--- src/rtl/hazard_flush_ctrl_if.sv ---
// Pipeline sequencing bus between the hazard/flush controller and the datapath.
// master: the controller (consumes hazard/branch info, drives stage controls).
// slave : the pipeline datapath (supplies hazard/branch info, obeys controls).
interface hazard_flush_ctrl_if;
    logic        ID_EX_MemRead;
    logic [4:0]  ID_EX_rd;
    logic [4:0]  IF_ID_rs1;
    logic [4:0]  IF_ID_rs2;
    logic        EX_MEM_Branch;
    logic        EX_MEM_Zero;
    logic        EX_MEM_Is_Greater;
    logic [3:0]  EX_MEM_funct_in;
    logic        PCSrc;
    logic        PC_Write;
    logic        IF_ID_Write;
    logic        ID_EX_Bubble;
    logic        IF_ID_Flush;
    logic        ID_EX_Flush;
    logic        EX_MEM_Flush;
    logic [31:0] stall_cycles;
    logic [31:0] flush_events;

    modport master (
        input  ID_EX_MemRead, ID_EX_rd, IF_ID_rs1, IF_ID_rs2,
        input  EX_MEM_Branch, EX_MEM_Zero, EX_MEM_Is_Greater, EX_MEM_funct_in,
        output PCSrc, PC_Write, IF_ID_Write, ID_EX_Bubble,
        output IF_ID_Flush, ID_EX_Flush, EX_MEM_Flush,
        output stall_cycles, flush_events
    );

    modport slave (
        output ID_EX_MemRead, ID_EX_rd, IF_ID_rs1, IF_ID_rs2,
        output EX_MEM_Branch, EX_MEM_Zero, EX_MEM_Is_Greater, EX_MEM_funct_in,
        input  PCSrc, PC_Write, IF_ID_Write, ID_EX_Bubble,
        input  IF_ID_Flush, ID_EX_Flush, EX_MEM_Flush,
        input  stall_cycles, flush_events
    );
endinterface

--- src/rtl/hazard_flush_ctrl.sv ---
// Pipeline sequencing controller for the 5-stage pipeline: resolves branches in
// EX/MEM (wrong-path flush) and inserts multi-cycle load-use stalls.
// Optional macro PERF_CNT_EN: enables the stall_cycles / flush_events counters;
// when undefined both ports read 0 and no counter flops exist.
// Stall/branch controls react to inputs in the same cycle; the three Flush
// outputs are decoded from the state register (and reset) only, so the
// level-sensitive EX/MEM flush never closes a combinational loop.
module hazard_flush_ctrl #(
    parameter int unsigned LOAD_STALL_CYC = 1,
    parameter int unsigned CNT_W          = 4
) (
    input  logic                 clk,
    input  logic                 reset,
    hazard_flush_ctrl_if.master  bus
);

    localparam int unsigned CNT_MAX = 32'hFFFF_FFFF;

    typedef enum logic [1:0] {
        RUN      = 2'd0,
        STALL    = 2'd1,
        BR_FLUSH = 2'd2
    } state_t;

    state_t             state_q, state_d;
    logic [CNT_W-1:0]   stall_cnt_q, stall_cnt_d;

    logic branch_cond;
    logic branch_taken;
    logic load_use;

    logic pcsrc_c;
    logic pc_write_c;
    logic if_id_write_c;
    logic bubble_c;
    logic flush_c;

    // Branch condition decode from the funct3 latched in EX/MEM
    always_comb begin
        branch_cond = 1'b0;
        case (bus.EX_MEM_funct_in[2:0])
            3'b000:  branch_cond = bus.EX_MEM_Zero;
            3'b001:  branch_cond = ~bus.EX_MEM_Zero;
            3'b100:  branch_cond = ~bus.EX_MEM_Is_Greater & ~bus.EX_MEM_Zero;
            3'b101:  branch_cond = bus.EX_MEM_Is_Greater | bus.EX_MEM_Zero;
            default: branch_cond = 1'b0;
        endcase
        branch_taken = bus.EX_MEM_Branch & branch_cond;
    end

    assign load_use = bus.ID_EX_MemRead
                    & (bus.ID_EX_rd != 5'd0)
                    & ((bus.ID_EX_rd == bus.IF_ID_rs1) | (bus.ID_EX_rd == bus.IF_ID_rs2));

    // Next-state and control decode; branch beats load-use
    always_comb begin
        state_d       = state_q;
        stall_cnt_d   = stall_cnt_q;
        pcsrc_c       = 1'b0;
        pc_write_c    = 1'b1;
        if_id_write_c = 1'b1;
        bubble_c      = 1'b0;
        flush_c       = reset | (state_q == BR_FLUSH);

        case (state_q)
            RUN: begin
                if (branch_taken) begin
                    pcsrc_c = 1'b1;
                    state_d = BR_FLUSH;
                end else if (load_use) begin
                    pc_write_c    = 1'b0;
                    if_id_write_c = 1'b0;
                    bubble_c      = 1'b1;
                    if (LOAD_STALL_CYC > 1) begin
                        state_d     = STALL;
                        stall_cnt_d = CNT_W'(LOAD_STALL_CYC - 1);
                    end
                end
            end
            STALL: begin
                pc_write_c    = 1'b0;
                if_id_write_c = 1'b0;
                bubble_c      = 1'b1;
                if (branch_taken) begin
                    pcsrc_c     = 1'b1;
                    pc_write_c  = 1'b1;
                    state_d     = BR_FLUSH;
                    stall_cnt_d = '0;
                end else begin
                    stall_cnt_d = stall_cnt_q - CNT_W'(1);
                    if (stall_cnt_q <= CNT_W'(1)) begin
                        state_d = RUN;
                    end
                end
            end
            BR_FLUSH: begin
                pc_write_c    = 1'b0;
                if_id_write_c = 1'b0;
                state_d       = RUN;
            end
            default: begin
                state_d     = RUN;
                stall_cnt_d = '0;
            end
        endcase

        // Reset holds the pipeline frozen and cleared
        if (reset) begin
            pcsrc_c       = 1'b0;
            pc_write_c    = 1'b0;
            if_id_write_c = 1'b0;
            bubble_c      = 1'b0;
        end
    end

    // State and stall counter registers
    always_ff @(posedge clk) begin
        if (reset) begin
            state_q     <= RUN;
            stall_cnt_q <= '0;
        end else begin
            state_q     <= state_d;
            stall_cnt_q <= stall_cnt_d;
        end
    end

    assign bus.PCSrc        = pcsrc_c;
    assign bus.PC_Write     = pc_write_c;
    assign bus.IF_ID_Write  = if_id_write_c;
    assign bus.ID_EX_Bubble = bubble_c;
    assign bus.IF_ID_Flush  = flush_c;
    assign bus.ID_EX_Flush  = flush_c;
    assign bus.EX_MEM_Flush = flush_c;

`ifdef PERF_CNT_EN
    logic [31:0] stall_cycles_q;
    logic [31:0] flush_events_q;

    // Performance counters: bubble cycles (saturating) and BR_FLUSH entries
    always_ff @(posedge clk) begin
        if (reset) begin
            stall_cycles_q <= '0;
            flush_events_q <= '0;
        end else begin
            if (bubble_c && (stall_cycles_q != CNT_MAX)) begin
                stall_cycles_q <= stall_cycles_q + 32'd1;
            end
            if ((state_d == BR_FLUSH) && (state_q != BR_FLUSH)) begin
                flush_events_q <= flush_events_q + 32'd1;
            end
        end
    end

    assign bus.stall_cycles = stall_cycles_q;
    assign bus.flush_events = flush_events_q;
`else
    assign bus.stall_cycles = 32'd0;
    assign bus.flush_events = 32'd0;
`endif

endmodule

--- src/flat_wrapper.sv ---
// flat-port wrapper written by rule: the top's interface ports become plain ports
module hazard_flush_ctrl_flat 
#(
    parameter int unsigned LOAD_STALL_CYC = 1,
    parameter int unsigned CNT_W          = 4
)
  (clk, reset, bus_ID_EX_MemRead, bus_ID_EX_rd, bus_IF_ID_rs1, bus_IF_ID_rs2, bus_EX_MEM_Branch, bus_EX_MEM_Zero, bus_EX_MEM_Is_Greater, bus_EX_MEM_funct_in, bus_PCSrc, bus_PC_Write, bus_IF_ID_Write, bus_ID_EX_Bubble, bus_IF_ID_Flush, bus_ID_EX_Flush, bus_EX_MEM_Flush, bus_stall_cycles, bus_flush_events);
  hazard_flush_ctrl_if bus_i ();
  input  logic clk;
  input  logic reset;
  input wire logic [$bits(bus_i.ID_EX_MemRead)-1:0] bus_ID_EX_MemRead;
  input wire logic [$bits(bus_i.ID_EX_rd)-1:0] bus_ID_EX_rd;
  input wire logic [$bits(bus_i.IF_ID_rs1)-1:0] bus_IF_ID_rs1;
  input wire logic [$bits(bus_i.IF_ID_rs2)-1:0] bus_IF_ID_rs2;
  input wire logic [$bits(bus_i.EX_MEM_Branch)-1:0] bus_EX_MEM_Branch;
  input wire logic [$bits(bus_i.EX_MEM_Zero)-1:0] bus_EX_MEM_Zero;
  input wire logic [$bits(bus_i.EX_MEM_Is_Greater)-1:0] bus_EX_MEM_Is_Greater;
  input wire logic [$bits(bus_i.EX_MEM_funct_in)-1:0] bus_EX_MEM_funct_in;
  output wire logic [$bits(bus_i.PCSrc)-1:0] bus_PCSrc;
  output wire logic [$bits(bus_i.PC_Write)-1:0] bus_PC_Write;
  output wire logic [$bits(bus_i.IF_ID_Write)-1:0] bus_IF_ID_Write;
  output wire logic [$bits(bus_i.ID_EX_Bubble)-1:0] bus_ID_EX_Bubble;
  output wire logic [$bits(bus_i.IF_ID_Flush)-1:0] bus_IF_ID_Flush;
  output wire logic [$bits(bus_i.ID_EX_Flush)-1:0] bus_ID_EX_Flush;
  output wire logic [$bits(bus_i.EX_MEM_Flush)-1:0] bus_EX_MEM_Flush;
  output wire logic [$bits(bus_i.stall_cycles)-1:0] bus_stall_cycles;
  output wire logic [$bits(bus_i.flush_events)-1:0] bus_flush_events;
  assign bus_i.ID_EX_MemRead = bus_ID_EX_MemRead;
  assign bus_i.ID_EX_rd = bus_ID_EX_rd;
  assign bus_i.IF_ID_rs1 = bus_IF_ID_rs1;
  assign bus_i.IF_ID_rs2 = bus_IF_ID_rs2;
  assign bus_i.EX_MEM_Branch = bus_EX_MEM_Branch;
  assign bus_i.EX_MEM_Zero = bus_EX_MEM_Zero;
  assign bus_i.EX_MEM_Is_Greater = bus_EX_MEM_Is_Greater;
  assign bus_i.EX_MEM_funct_in = bus_EX_MEM_funct_in;
  assign bus_PCSrc = bus_i.PCSrc;
  assign bus_PC_Write = bus_i.PC_Write;
  assign bus_IF_ID_Write = bus_i.IF_ID_Write;
  assign bus_ID_EX_Bubble = bus_i.ID_EX_Bubble;
  assign bus_IF_ID_Flush = bus_i.IF_ID_Flush;
  assign bus_ID_EX_Flush = bus_i.ID_EX_Flush;
  assign bus_EX_MEM_Flush = bus_i.EX_MEM_Flush;
  assign bus_stall_cycles = bus_i.stall_cycles;
  assign bus_flush_events = bus_i.flush_events;
  hazard_flush_ctrl #(.LOAD_STALL_CYC(LOAD_STALL_CYC), .CNT_W(CNT_W)) u_core (.clk(clk), .reset(reset), .bus(bus_i));
endmodule
--- config.mk ---
export PLATFORM = sky130hd
export DESIGN_NAME = hazard_flush_ctrl_flat
export DESIGN_NICKNAME = d
export VERILOG_FILES = /design/src/rtl/hazard_flush_ctrl_if.sv /design/src/rtl/hazard_flush_ctrl.sv /design/src/flat_wrapper.sv
export SDC_FILE = /design/constraint.sdc
export NUM_CORES = 1
export LEC_CHECK = 0
export BUFFER_PORTS_ARGS = -buffer_cell sky130_fd_sc_hd__clkbuf_2
export CORE_MARGIN = 3
export CORE_UTILIZATION = 28
export DETAILED_ROUTE_END_ITERATION = 8
export GPL_TIMING_DRIVEN = 0
export PLACE_DENSITY = 0.77
export SYNTH_ARGS = -nofsm -noshare
export SYNTH_HDL_FRONTEND = slang
export SYNTH_SLANG_ARGS = --single-unit
--- constraint.sdc ---
create_clock -name clk -period 1.3 [get_ports clk]
set_clock_uncertainty 0.05 [all_clocks]
set_input_delay 0.195 -clock clk [delete_from_list [all_inputs] [get_ports clk]]
set_output_delay 0.195 -clock clk [all_outputs]
set_load 0.02 [all_outputs]
After elaboration in Yosys (flattened, before gate mapping)
Cells that the tools add are included.
Widths: inputs -> output; s select.
{"block": "classes", "addsub": 1, "mul": 0, "div": 0, "order_cmp": 1, "eq_ne": 9, "shifts": 0, "muxes": 20, "bitwise_logic": 9, "n_reduce_logical": 7}
{"operator": "$eq 5x5->1", "count": 2}
{"operator": "$mux 1", "count": 10}
{"operator": "$pmux 4 s2", "count": 1}
{"operator": "$eq 3x3->1 const B", "count": 2}
{"operator": "$mux 2", "count": 3}
{"operator": "$reduce_or 2->1", "count": 3}
{"operator": "$reduce_bool 5->1", "count": 1}
{"operator": "$and 1x1->1", "count": 4}
{"operator": "$le 4x1->1 const B", "count": 1}
{"operator": "$mux 4", "count": 1}
{"operator": "$pmux 1 s2", "count": 2}
{"operator": "$pmux 1 s4", "count": 1}
{"operator": "$pmux 2 s2", "count": 1}
{"operator": "$sub 4x1->4 const B", "count": 1}
{"operator": "$eq 3x1->1 const B", "count": 1}
{"operator": "$logic_not 3->1", "count": 1}
{"operator": "$ne 3x1->1 const B", "count": 1}
{"operator": "$or 1x1->1", "count": 3}
{"operator": "$pmux 1 s3", "count": 1}
{"operator": "$eq 2x1->1 const B", "count": 1}
{"operator": "$eq 2x2->1 const B", "count": 1}
{"operator": "$logic_not 2->1", "count": 1}
{"operator": "$ne 2x1->1 const B", "count": 1}
{"operator": "$not 1->1", "count": 2}
{"operator": "$reduce_and 2->1", "count": 1}
{"block": "totals", "reg_bits": 6, "latchBits": 0, "ramBits": 0, "rom_bits": 0, "in_bits": 25, "out_inout_bits": 71, "word_cells": 49, "memories": 0}

Depth between registers and ports, before layout
Gate-level depths: netlist of the first run.
{"block": "logic_depth", "word_depth": 7, "mapped_depth": 5, "mapped_depth_nobuf": 4}

Least setup slack after synthesis of the first run
Ideal clock, no wire load.
{"block": "synth_path", "path_type": "input -> output", "start": "input port bus_ID_EX_rd[1]", "end": "output port bus_PC_Write", "arrival_time_ns": 1.523, "required_ns": 1.055, "path_slack_ns": -0.468, "stages": 4, "cell_sequence": "or4_1 -> o21a_1 -> a31oi_1 -> buf_4"}
{"block": "synth_via", "elab_chain_cells": 7}
{"item": "start, declared", "line": "flat_wrapper.sv:12", "rtl": "input wire logic [$bits(bus_i.ID_EX_rd)-1:0] bus_ID_EX_rd;"}
{"item": "$eq 5x5->1 or $reduce_bool 5->1 (tied branches)", "line": "hazard_flush_ctrl.sv:53, hazard_flush_ctrl.sv:52"}
{"item": "$or 1x1->1 or $and 1x1->1 (tied branches)", "line": "hazard_flush_ctrl.sv:53, hazard_flush_ctrl.sv:52"}
{"item": "$and 1x1->1 (*)", "line": "hazard_flush_ctrl.sv:53", "rtl": "& ((bus.ID_EX_rd == bus.IF_ID_rs1) | (bus.ID_EX_rd == bus.IF_ID_rs2));"}
{"item": "$mux 1 (*)", "line": "hazard_flush_ctrl.sv:70", "rtl": "end else if (load_use) begin"}
{"item": "$mux 1 (*)", "line": "hazard_flush_ctrl.sv:67", "rtl": "if (branch_taken) begin"}
{"item": "$pmux 1 s3 (*)", "line": "hazard_flush_ctrl.sv:65", "rtl": "case (state_q)"}
{"item": "$mux 1 (*)", "line": "hazard_flush_ctrl.sv:108", "rtl": "if (reset) begin"}
{"item": "end, declared", "line": "flat_wrapper.sv:20", "rtl": "output wire logic [$bits(bus_i.PC_Write)-1:0] bus_PC_Write;"}
Mark *: on every way between the ends. The rest lies on a longest branch, timed or not.

Worst setup path after layout of the first run
Ends and elaborated chain as after synthesis.

==> flow_summary.ini, run 1 <==
[run_status]
outcome = finished, violations left
violations = setup timing

[global_route]
grt_max_degree = 8
grt_pass1_wl_mm = 2.33
grt_overflow = 0
grt_pass1_vias = 589
antenna_found_initial = 0
grtUsageTotal_pct = 8.27

[layout]
largest_reg_flops = 1
fin_nets = 217
num-fill-cells = 232
postLayoutCoreUtil_pct = 53.8
area_growth_pct = 72.8
regMostFlops = u_core.state_q
final_area_sq_um = 1250
drive_above_1_share_pct = 56.3
largestRegisters = u_core.state_q x1
diodes = 0

[power_and_ir_drop]
p_sw_share_pct = 50.7
power_w = 0.000524
p_sw_w = 0.000266
p_comb_share_pct = 93.8
p_clk_share_pct = 0
power_density_nw_per_um2 = 420
max-vdd-ir-drop_v = 0.000218
p_seq_share_pct = 6.2
leakagePower_nw = 0.785
internal_power_w = 0.000258

[detailed_routing]
wl_per_cell_um = 7.28
ant_nets = 0
detail_route.iter0.violations = 2
firstDrtPassIters = 2
drc_errors = 0
via_count = 650
drt_wl_total_mm = 1.59
routed_via_density = 2.98

[place]
hpwl_mm = 1.51
portBuffers = 30
place_area_sq_um = 1160
routabilityCongestion = 0.703
dp_worst_setup_slack_ns = -0.452

[worst_hold_path]
holdPathStages = 3
hp-start = bus_EX_MEM_Branch
hold_end = u_core.state_q[1]
hp-class = input pin to register

[yosys]
ys_ff_latch = 1
synth_top_family_by_area = buffers and inverters
synthSimpleGateAreaFrac_pct = 10.9
synth_compound_gate_area_share_pct = 3.47
syn_inst = 97
avgSynthCellArea_sq_um = 7.44
ys_seq_area_share_pct = 2.77
muxShareOfSynthArea_pct = 0
synthAdderAreaFrac_pct = 0
yosys.area.top_type = buf_4
synth_xor_area_share_pct = 12.1
yosysUniqueCellTypes = 19
yosys_warnings = 0
netlist.area_leader.share_pct = 69.7
synthTopCellsByArea = buf_4 70%, xnor2_1 12%, dfxtp_1 2.8%, nand4bb_1 1.6%, and4b_1 1.4%
synth_area_sq_um = 722

[timing]
worst_slack_ns = -0.341
finalSetupViolCount = 4
fin_crit_ns = 1.64
hold_viol_final = 0
maxSlewViolCount = 0
fin_hold_ws_ns = 0.463
rsz0062_at_grt = yes
fmax_mhz = 609
period_share_pct = 126

[critical_path]
r2r_start = u_core.state_q[1]
rrSetupSlack_ns = 0.42
crit_path_start_kind = input pin
arrival_ns = 1.40
rr_worst_depth = 2
cp-end-kind = output port
crit_fanout = 2
crit_required_ns = 1.05
crit_type = input pin to output port
r2r-end = u_core.state_q[1]

[clocking]
cts_hold_buf = 0
clk_pin_slew_ns = 0
worstSkewPairLatency_ns = 0

[die]
fp.dieW_um = 56.8
row_count = 17
dieHeight_um = 56.8
io_pins = 96
core-area_sq_um = 2320
start_util_pct = 31.1
die_area_sq_um = 3220

[run]
drv_cap = 0
## cell families after synthesis
family                 count (synthesis)
flip-flops                             1
other                                  1
AND/OR/NAND/NOR                       13
buffers and inverters                 68
XOR/XNOR                              10
AO/OA/AOI/OAI                          4
## through the flow
step           TNS (ns)  std cells
3_5_place_dp      -1.38        218
3_3_place_gp      -1.31        218
6_report          -1.04        218
5_1_grt           -1.22        218
4_1_cts           -1.17        219
2_1_floorplan    -0.482        160
## worst max path at each step
stage | from | end | slack, ns | cells after the start
2_1_floorplan | bus_ID_EX_rd[1] | bus_PC_Write | -0.26 | 4
3_3_place_gp | bus_ID_EX_rd[1] | bus_PC_Write | -0.42 | 6
3_5_place_dp | bus_ID_EX_rd[1] | bus_PC_Write | -0.45 | 6
4_1_cts | bus_ID_EX_rd[1] | bus_PC_Write | -0.40 | 6
5_1_grt | bus_ID_EX_rd[1] | bus_PC_Write | -0.37 | 6
6_report | bus_ID_EX_rd[1] | bus_PC_Write | -0.34 | 6
## what timing repair did
action	in CTS	in global routing
endpoints found under the setup margin	4	6
setup buffers	1	0
resized for setup	12	9
pin swaps	3	0
## synthesized netlist by cell type, drive strengths merged
| library cell | number |
|---|---|
| or2 | 1 |
| nor3b | 1 |
| nand3 | 2 |
| o21a | 1 |
| nor3 | 1 |
| nand4bb | 1 |
| dfxtp | 1 |
| or4 | 1 |
| a31oi | 1 |
| xnor2 | 10 |
| nor2b | 1 |
| and4b | 1 |
| clkbuf | 1 |
| buf | 67 |
| nand2 | 2 |
| nor2 | 2 |
| conb | 1 |
| o21ai | 1 |
| o22ai | 1 |
## power groups by stage
stage,clock network (W),registers [W],logic [W]
2_1_floorplan,0,0.0000325,0.000392
3_3_place_gp,0,0.0000325,0.000449
3_5_place_dp,0,0.0000326,0.000452
4_1_cts,0,0.0000326,0.000471
5_1_grt,0,0.0000329,0.000528
6_report,0,0.0000327,0.000492
## cells in the final DEF, fill, tap and decap left out, drive strengths merged
cell / netlist / routed
dfxtp: 1 / 1
xnor2: 10 / 10
nand4bb: 1 / 1
o21ai: 1 / 1
a31oi: 1 / 1
or2: 1 / 1
o22ai: 1 / 1
nand3: 2 / 2
nand2: 2 / 2
o21a: 1 / 1
clkbuf: 1 / 26
nor2b: 1 / 1
nor3: 1 / 1
or4: 1 / 1
nor3b: 1 / 1
conb: 1 / 64
buf: 67 / 72
nor2: 2 / 2
and4b: 1 / 1
## metal layers
layer  vias to the layer above  share of wire, %  track usage [%]
li1                        361                 -                -
met1                       241                27             7.02
met2                        48                59             19.6
met3                         0                13             1.38
met4                         0                 0                0
met5                         -                 0                0
## final cells by class
cell class                      instances  area [sq um]  area share (%)
Buffer                                 67           507            40.6
Multi-Input combinational cell         91           490            39.3
Sequential cell                         1          20.0            1.60
Tap cell                               28          35.0            2.81
Timing Repair Buffer                   31           195            15.6
## worst max-delay path, stage by stage
cell     delay, ns
buf_8         0.09
or4_4         0.53
o21a_4        0.22
a31oi_4       0.14
buf_6         0.12
buf_6         0.10
Note: power is estimated with default switching activity, not from simulation.
==> run 2, diff against run 1 <==
--- a/config.mk
+++ b/config.mk
@@ -5,12 +5,12 @@
 export SDC_FILE = /design/constraint.sdc
 export NUM_CORES = 1
 export LEC_CHECK = 0
+export ABC_AREA = 1
 export BUFFER_PORTS_ARGS = -buffer_cell sky130_fd_sc_hd__clkbuf_2
 export CORE_MARGIN = 3
-export CORE_UTILIZATION = 28
+export CORE_UTILIZATION = 30
 export DETAILED_ROUTE_END_ITERATION = 8
-export GPL_TIMING_DRIVEN = 0
-export PLACE_DENSITY = 0.77
+export PLACE_DENSITY = 0.78
 export SYNTH_ARGS = -nofsm -noshare
 export SYNTH_HDL_FRONTEND = slang
 export SYNTH_SLANG_ARGS = --single-unit
==> flow_summary.ini, run 2 <==
[yosys]
yosys.area.top_type = buf_4
yosys-top-cells-count = 67 x buf_4, 23 x nand2_1, 11 x inv_1, 11 x nor2_1, 6 x nand3_1
synthTopCellsByArea = buf_4 62%, nand2_1 11%, inv_1 5.1%, nor2_1 5.1%, nand3_1 3.7%
synthArstFlopShare_pct = 0
synth_area_sq_um = 817
ys_seq_area_share_pct = 2.45
ys_ff_latch = 1
synth_compound_gate_area_share_pct = 0.613
muxShareOfSynthArea_pct = 0
synth-main-ff-cell = dfxtp_1
syn_inst = 135
avgSynthCellArea_sq_um = 6.05
synth-edff-count = 0
synth_top_family_by_area = buffers and inverters
synth_most_common_cell = buf_4
yosysUniqueCellTypes = 17
synthSimpleGateAreaFrac_pct = 22.8
netlist.area_leader.share_pct = 61.6
synthAdderAreaFrac_pct = 0
synth_xor_area_share_pct = 4.29
yosys_warnings = 0

[critical_path]
crit_top_cell = nand2_2
slowest_stage = clkbuf_8
r2r_start = u_core.state_q[1]
crit_chain = buf_8 -> xor2_1 -> nor2_1 -> nand3_1 -> nand2_2 -> nand2_2 -> nor2_2 -> clkbuf_8
worstSetupStartpoint = bus_ID_EX_rd[0]
critPathBufInv = 2
arrival_ns = 1.06
crit_required_ns = 1.05
crit_path_start_kind = input pin
cpPeakStageDelay_ns = 0.15
crit_type = input pin to output port
crit_fanout = 4
cp-end-kind = output port
crit_family = simple AND/OR/NAND/NOR gates

[timing]
hold_viol_final = 0
worst_slack_ns = -0.000265
finalSetupViolCount = 1
fin_crit_ns = 1.30
finalSetupTns_ns = -0.000265
fmax_mhz = 769
rsz0062_at_grt = yes
period_share_pct = 100
fin_hold_ws_ns = 0.513
maxSlewViolCount = 0

[place]
hpwl_mm = 1.23
place_area_sq_um = 746
portBuffers = 30
routabilityCongestion = 0.709
place_inst = 190

[power_and_ir_drop]
p_seq_share_pct = 8.3
power_density_nw_per_um2 = 444
p_comb_share_pct = 91.7
max-vdd-ir-drop_v = 0.000188
internal_power_w = 0.000131
p_sw_w = 0.000261
leakagePower_nw = 0.585
p_clk_share_pct = 0
p_sw_share_pct = 66.6
power_w = 0.000392

[worst_hold_path]
hp-start = bus_EX_MEM_funct_in[1]
hp-class = input pin to register

[detailed_routing]
drc_errors = 0
wl_per_cell_um = 7.12
firstDrtPassIters = 3
drt_wl_total_mm = 1.36
ant_nets = 0
detail_route.iter0.violations = 19
via_count = 610
routed_via_density = 3.19

[clocking]
clk_pin_slew_ns = 0
cts_hold_buf = 0
worstSkewPairLatency_ns = 0

[global_route]
antenna_found_initial = 0
grt_pass1_vias = 428
grt_pass1_wl_mm = 1.70
grt_overflow = 0
grt_max_degree = 8
grtUsageTotal_pct = 5.85

[layout]
regMostFlops = u_core.state_q
instances_no_fill = 191
largest_reg_flops = 1
final_area_sq_um = 882
fin_nets = 188
largestRegisters = u_core.state_q x1
layout_commonest_cell = conb_1
most-common-layout-cells = 64 x conb_1, 18 x nand2_1, 18 x clkbuf_2
diodes = 0
area_growth_pct = 7.96
drive_above_1_share_pct = 31.1

[die]
fp.dieW_um = 58.2
dieHeight_um = 58.2
start_util_pct = 32.4
die_area_sq_um = 3390
core-area_sq_um = 2520
row_count = 18
io_pins = 96

[run_status]
violations = setup timing
outcome = finished, violations left

[run]
drv_cap = 0
[run 2: cell count changes after synthesis, moves of 2 or more]
cell     before  now
nand3_1       2    6
inv_2         0    4
nor2_1        2   11
xor2_1        0    2
nand2_1       2   23
inv_1         0   11
xnor2_1      10    2
[run 2: routing by layer]
metal  part of all wire, %  vias to the layer above  global-route usage [%]
met4                     0                        0                       0
met3                    20                        0                    2.00
li1                      -                      318                       -
met1                    28                      242                    6.90
met2                    52                       50                    10.8
met5                     0                        -                       0
[run 2: timing repair]
action,in CTS,in global routing
endpoints found under the setup margin,3,3
gates resized for setup,10,27
pin swaps,5,19
cloned,0,0
setup buffers,0,1
[run 2: metrics by stage]
| stage | setup slack [ns] | utilization [%] |
|---|---|---|
| after floorplan | 0.00432 | - |
| after global placement | -0.0267 | 29.6 |
| after detailed placement | -0.0611 | 29.6 |
| after CTS | -0.0191 | 31.7 |
| after global routing | -0.0920 | 35.0 |
| final | -0.000265 | 35.0 |
[run 2: worst paths after layout]
kind,endpoint,slack [ns],cells past startpoint
max,bus_ID_EX_Bubble,-0.0003,8
min,u_core.state_q[1],0.51,5
max reg2reg,u_core.state_q[1],0.47,2
min reg2reg,u_core.state_q[1],0.61,2
[run 2: cell families after synthesis]
kind of cell | count (synthesis)
buffers and inverters | 84
AO/OA/AOI/OAI | 1
flip-flops | 1
XOR/XNOR | 4
AND/OR/NAND/NOR | 44
other | 1
[run 2: power groups by stage]
stage	clock (W)	combinational, W	sequential (W)
after floorplan	0	0.000403	0.0000325
after CTS	0	0.000326	0.0000325
after global routing	0	0.000392	0.0000326
after global placement	0	0.000305	0.0000325
after detailed placement	0	0.000308	0.0000325
final	0	0.000359	0.0000325
[run 2: layout make-up]
class	count	area (sq um)
Inverter	16	62.6
Sequential cell	1	20.0
Fill cell	286	1640
Tap cell	30	37.5
Multi-Input combinational cell	113	515
Timing Repair Buffer	31	246
[run 2: worst reg2reg max path, delay by kind of cell, from the launching register on]
kind / cells / cell delay [ns]
AND/OR/NAND/NOR: 2 / 0.45
flip-flops: 1 / 0.27
==> run 3, diff against run 2 <==
--- a/config.mk
+++ b/config.mk
@@ -5,12 +5,12 @@
 export SDC_FILE = /design/constraint.sdc
 export NUM_CORES = 1
 export LEC_CHECK = 0
-export ABC_AREA = 1
+export ABC_AREA = 0
 export BUFFER_PORTS_ARGS = -buffer_cell sky130_fd_sc_hd__clkbuf_2
 export CORE_MARGIN = 3
-export CORE_UTILIZATION = 30
+export CORE_UTILIZATION = 28
 export DETAILED_ROUTE_END_ITERATION = 8
-export PLACE_DENSITY = 0.78
+export PLACE_DENSITY = 0.77
 export SYNTH_ARGS = -nofsm -noshare
 export SYNTH_HDL_FRONTEND = slang
 export SYNTH_SLANG_ARGS = --single-unit
==> flow_summary.ini, run 3 (synthesis results as in run 1) <==
[die]
start_util_pct = 31.1
die_area_sq_um = 3220
io_pins = 96
fp.dieW_um = 56.8
core-area_sq_um = 2320
row_count = 17
dieHeight_um = 56.8

[global_route]
grt_busiest_layer = met2
grt_pass1_vias = 359
grt_pass1_wl_mm = 1.45
grt_max_degree = 5
antenna_found_initial = 0
grt_overflow = 0
grtUsageTotal_pct = 5.14
use_met2_pct = 12.2
gr-usage-met3_pct = 0.230
grt.met1_usage_pct = 4.73

[place]
dp_worst_setup_slack_ns = -0.349
hpwl_mm = 1.04
portBuffers = 30
place_inst = 156
routabilityCongestion = 0.705

[layout]
instances_no_fill = 157
diodes = 0
layout_commonest_cell = conb_1
largestRegisters = u_core.state_q x1
most-common-layout-cells = 64 x conb_1, 25 x clkbuf_2, 10 x xnor2_1
fin_nets = 156
largest_reg_flops = 1
area_growth_pct = 10.6
regMostFlops = u_core.state_q
drive_above_1_share_pct = 36.4
num-fill-cells = 238
postLayoutCoreUtil_pct = 34.4

[critical_path]
crit_path_start_kind = input pin
crit_type = input pin to output port
crit_required_ns = 1.05
slowest_stage = or4_4
cp-end-kind = output port
crit_fanout = 2
crit_top_cell = buf_6
cpPeakStageDelay_ns = 0.52
arrival_ns = 1.39
crit_chain = buf_6 -> or4_4 -> o21a_1 -> and4b_2 -> buf_6

[detailed_routing]
wl_per_cell_um = 7.69
detail_route.iter0.violations = 2
firstDrtPassIters = 2
via_count = 502
routed_via_density = 3.20
drt_wl_total_mm = 1.21
drc_errors = 0
ant_nets = 0

[timing]
period_share_pct = 126
fin_crit_ns = 1.63
fmax_mhz = 613
maxSlewViolCount = 0
hold_viol_final = 0
finalSetupViolCount = 4
rsz0062_at_grt = yes
fin_hold_ws_ns = 0.556
worst_slack_ns = -0.332

[run]
drv_cap = 0

[power_and_ir_drop]
power_w = 0.000383
max-vdd-ir-drop_v = 0.000185
power_density_nw_per_um2 = 479
leakagePower_nw = 0.455

[clocking]
clk_pin_slew_ns = 0
worstSkewPairLatency_ns = 0
cts_hold_buf = 0

[run_status]
violations = setup timing
outcome = finished, violations left

[worst_hold_path]
hp-class = input pin to register
run 3: timing repair:
action,4_1_cts,5_1_grt
endpoints found under the setup margin,4,4
setup buffers,0,1
endpoints found under the hold margin,0,0
pin swaps,0,3
resized for setup,6,19
run 3: routing by layer:
metal	part of all wire [%]	wire length, um	vias to the layer above
li1	-	-	241
met1	24	287	213
met2	58	702	48
met3	18	217	0
met4	0	0	0
met5	0	0	-
run 3: path summary, 6_finish.rpt:
kind                  endpoint         startpoint  cells past startpoint  slack (ns)
max           bus_ID_EX_Bubble    bus_ID_EX_rd[1]                      5       -0.33
min          u_core.state_q[1]  bus_EX_MEM_Branch                      4        0.56
max reg2reg  u_core.state_q[1]  u_core.state_q[1]                      3        0.33
min reg2reg  u_core.state_q[1]  u_core.state_q[1]                      3        0.62
run 3: area by class of cell:
cell class                 count  area (sq um)  share of cell area, %
multi-input combinational     91           498                   62.4
sequential                     1          20.0                   2.51
tap                           28          35.0                   4.39
timing repair buffer          37           245                   30.7
run 3: stage by stage:
| step | setup TNS [ns] | instance area [sq um] |
|---|---|---|
| 5_1_grt | -1.25 | 798 |
| 2_1_floorplan | -0.482 | 976 |
| 6_report | -1.07 | 798 |
| 3_3_place_gp | -1.13 | 698 |
| 4_1_cts | -1.10 | 724 |
| 3_5_place_dp | -1.15 | 698 |
run 3: worst max-delay path, delay by kind of cell:
kind	cells	cell delay, ns
compound gates	1	0.22
buf+inv	2	0.22
simple gates	2	0.75
run 3: power breakdown:
group	switching (W)	internal (W)
registers	0.000000167	0.0000324
logic	0.000245	0.000105
clock network	0	0
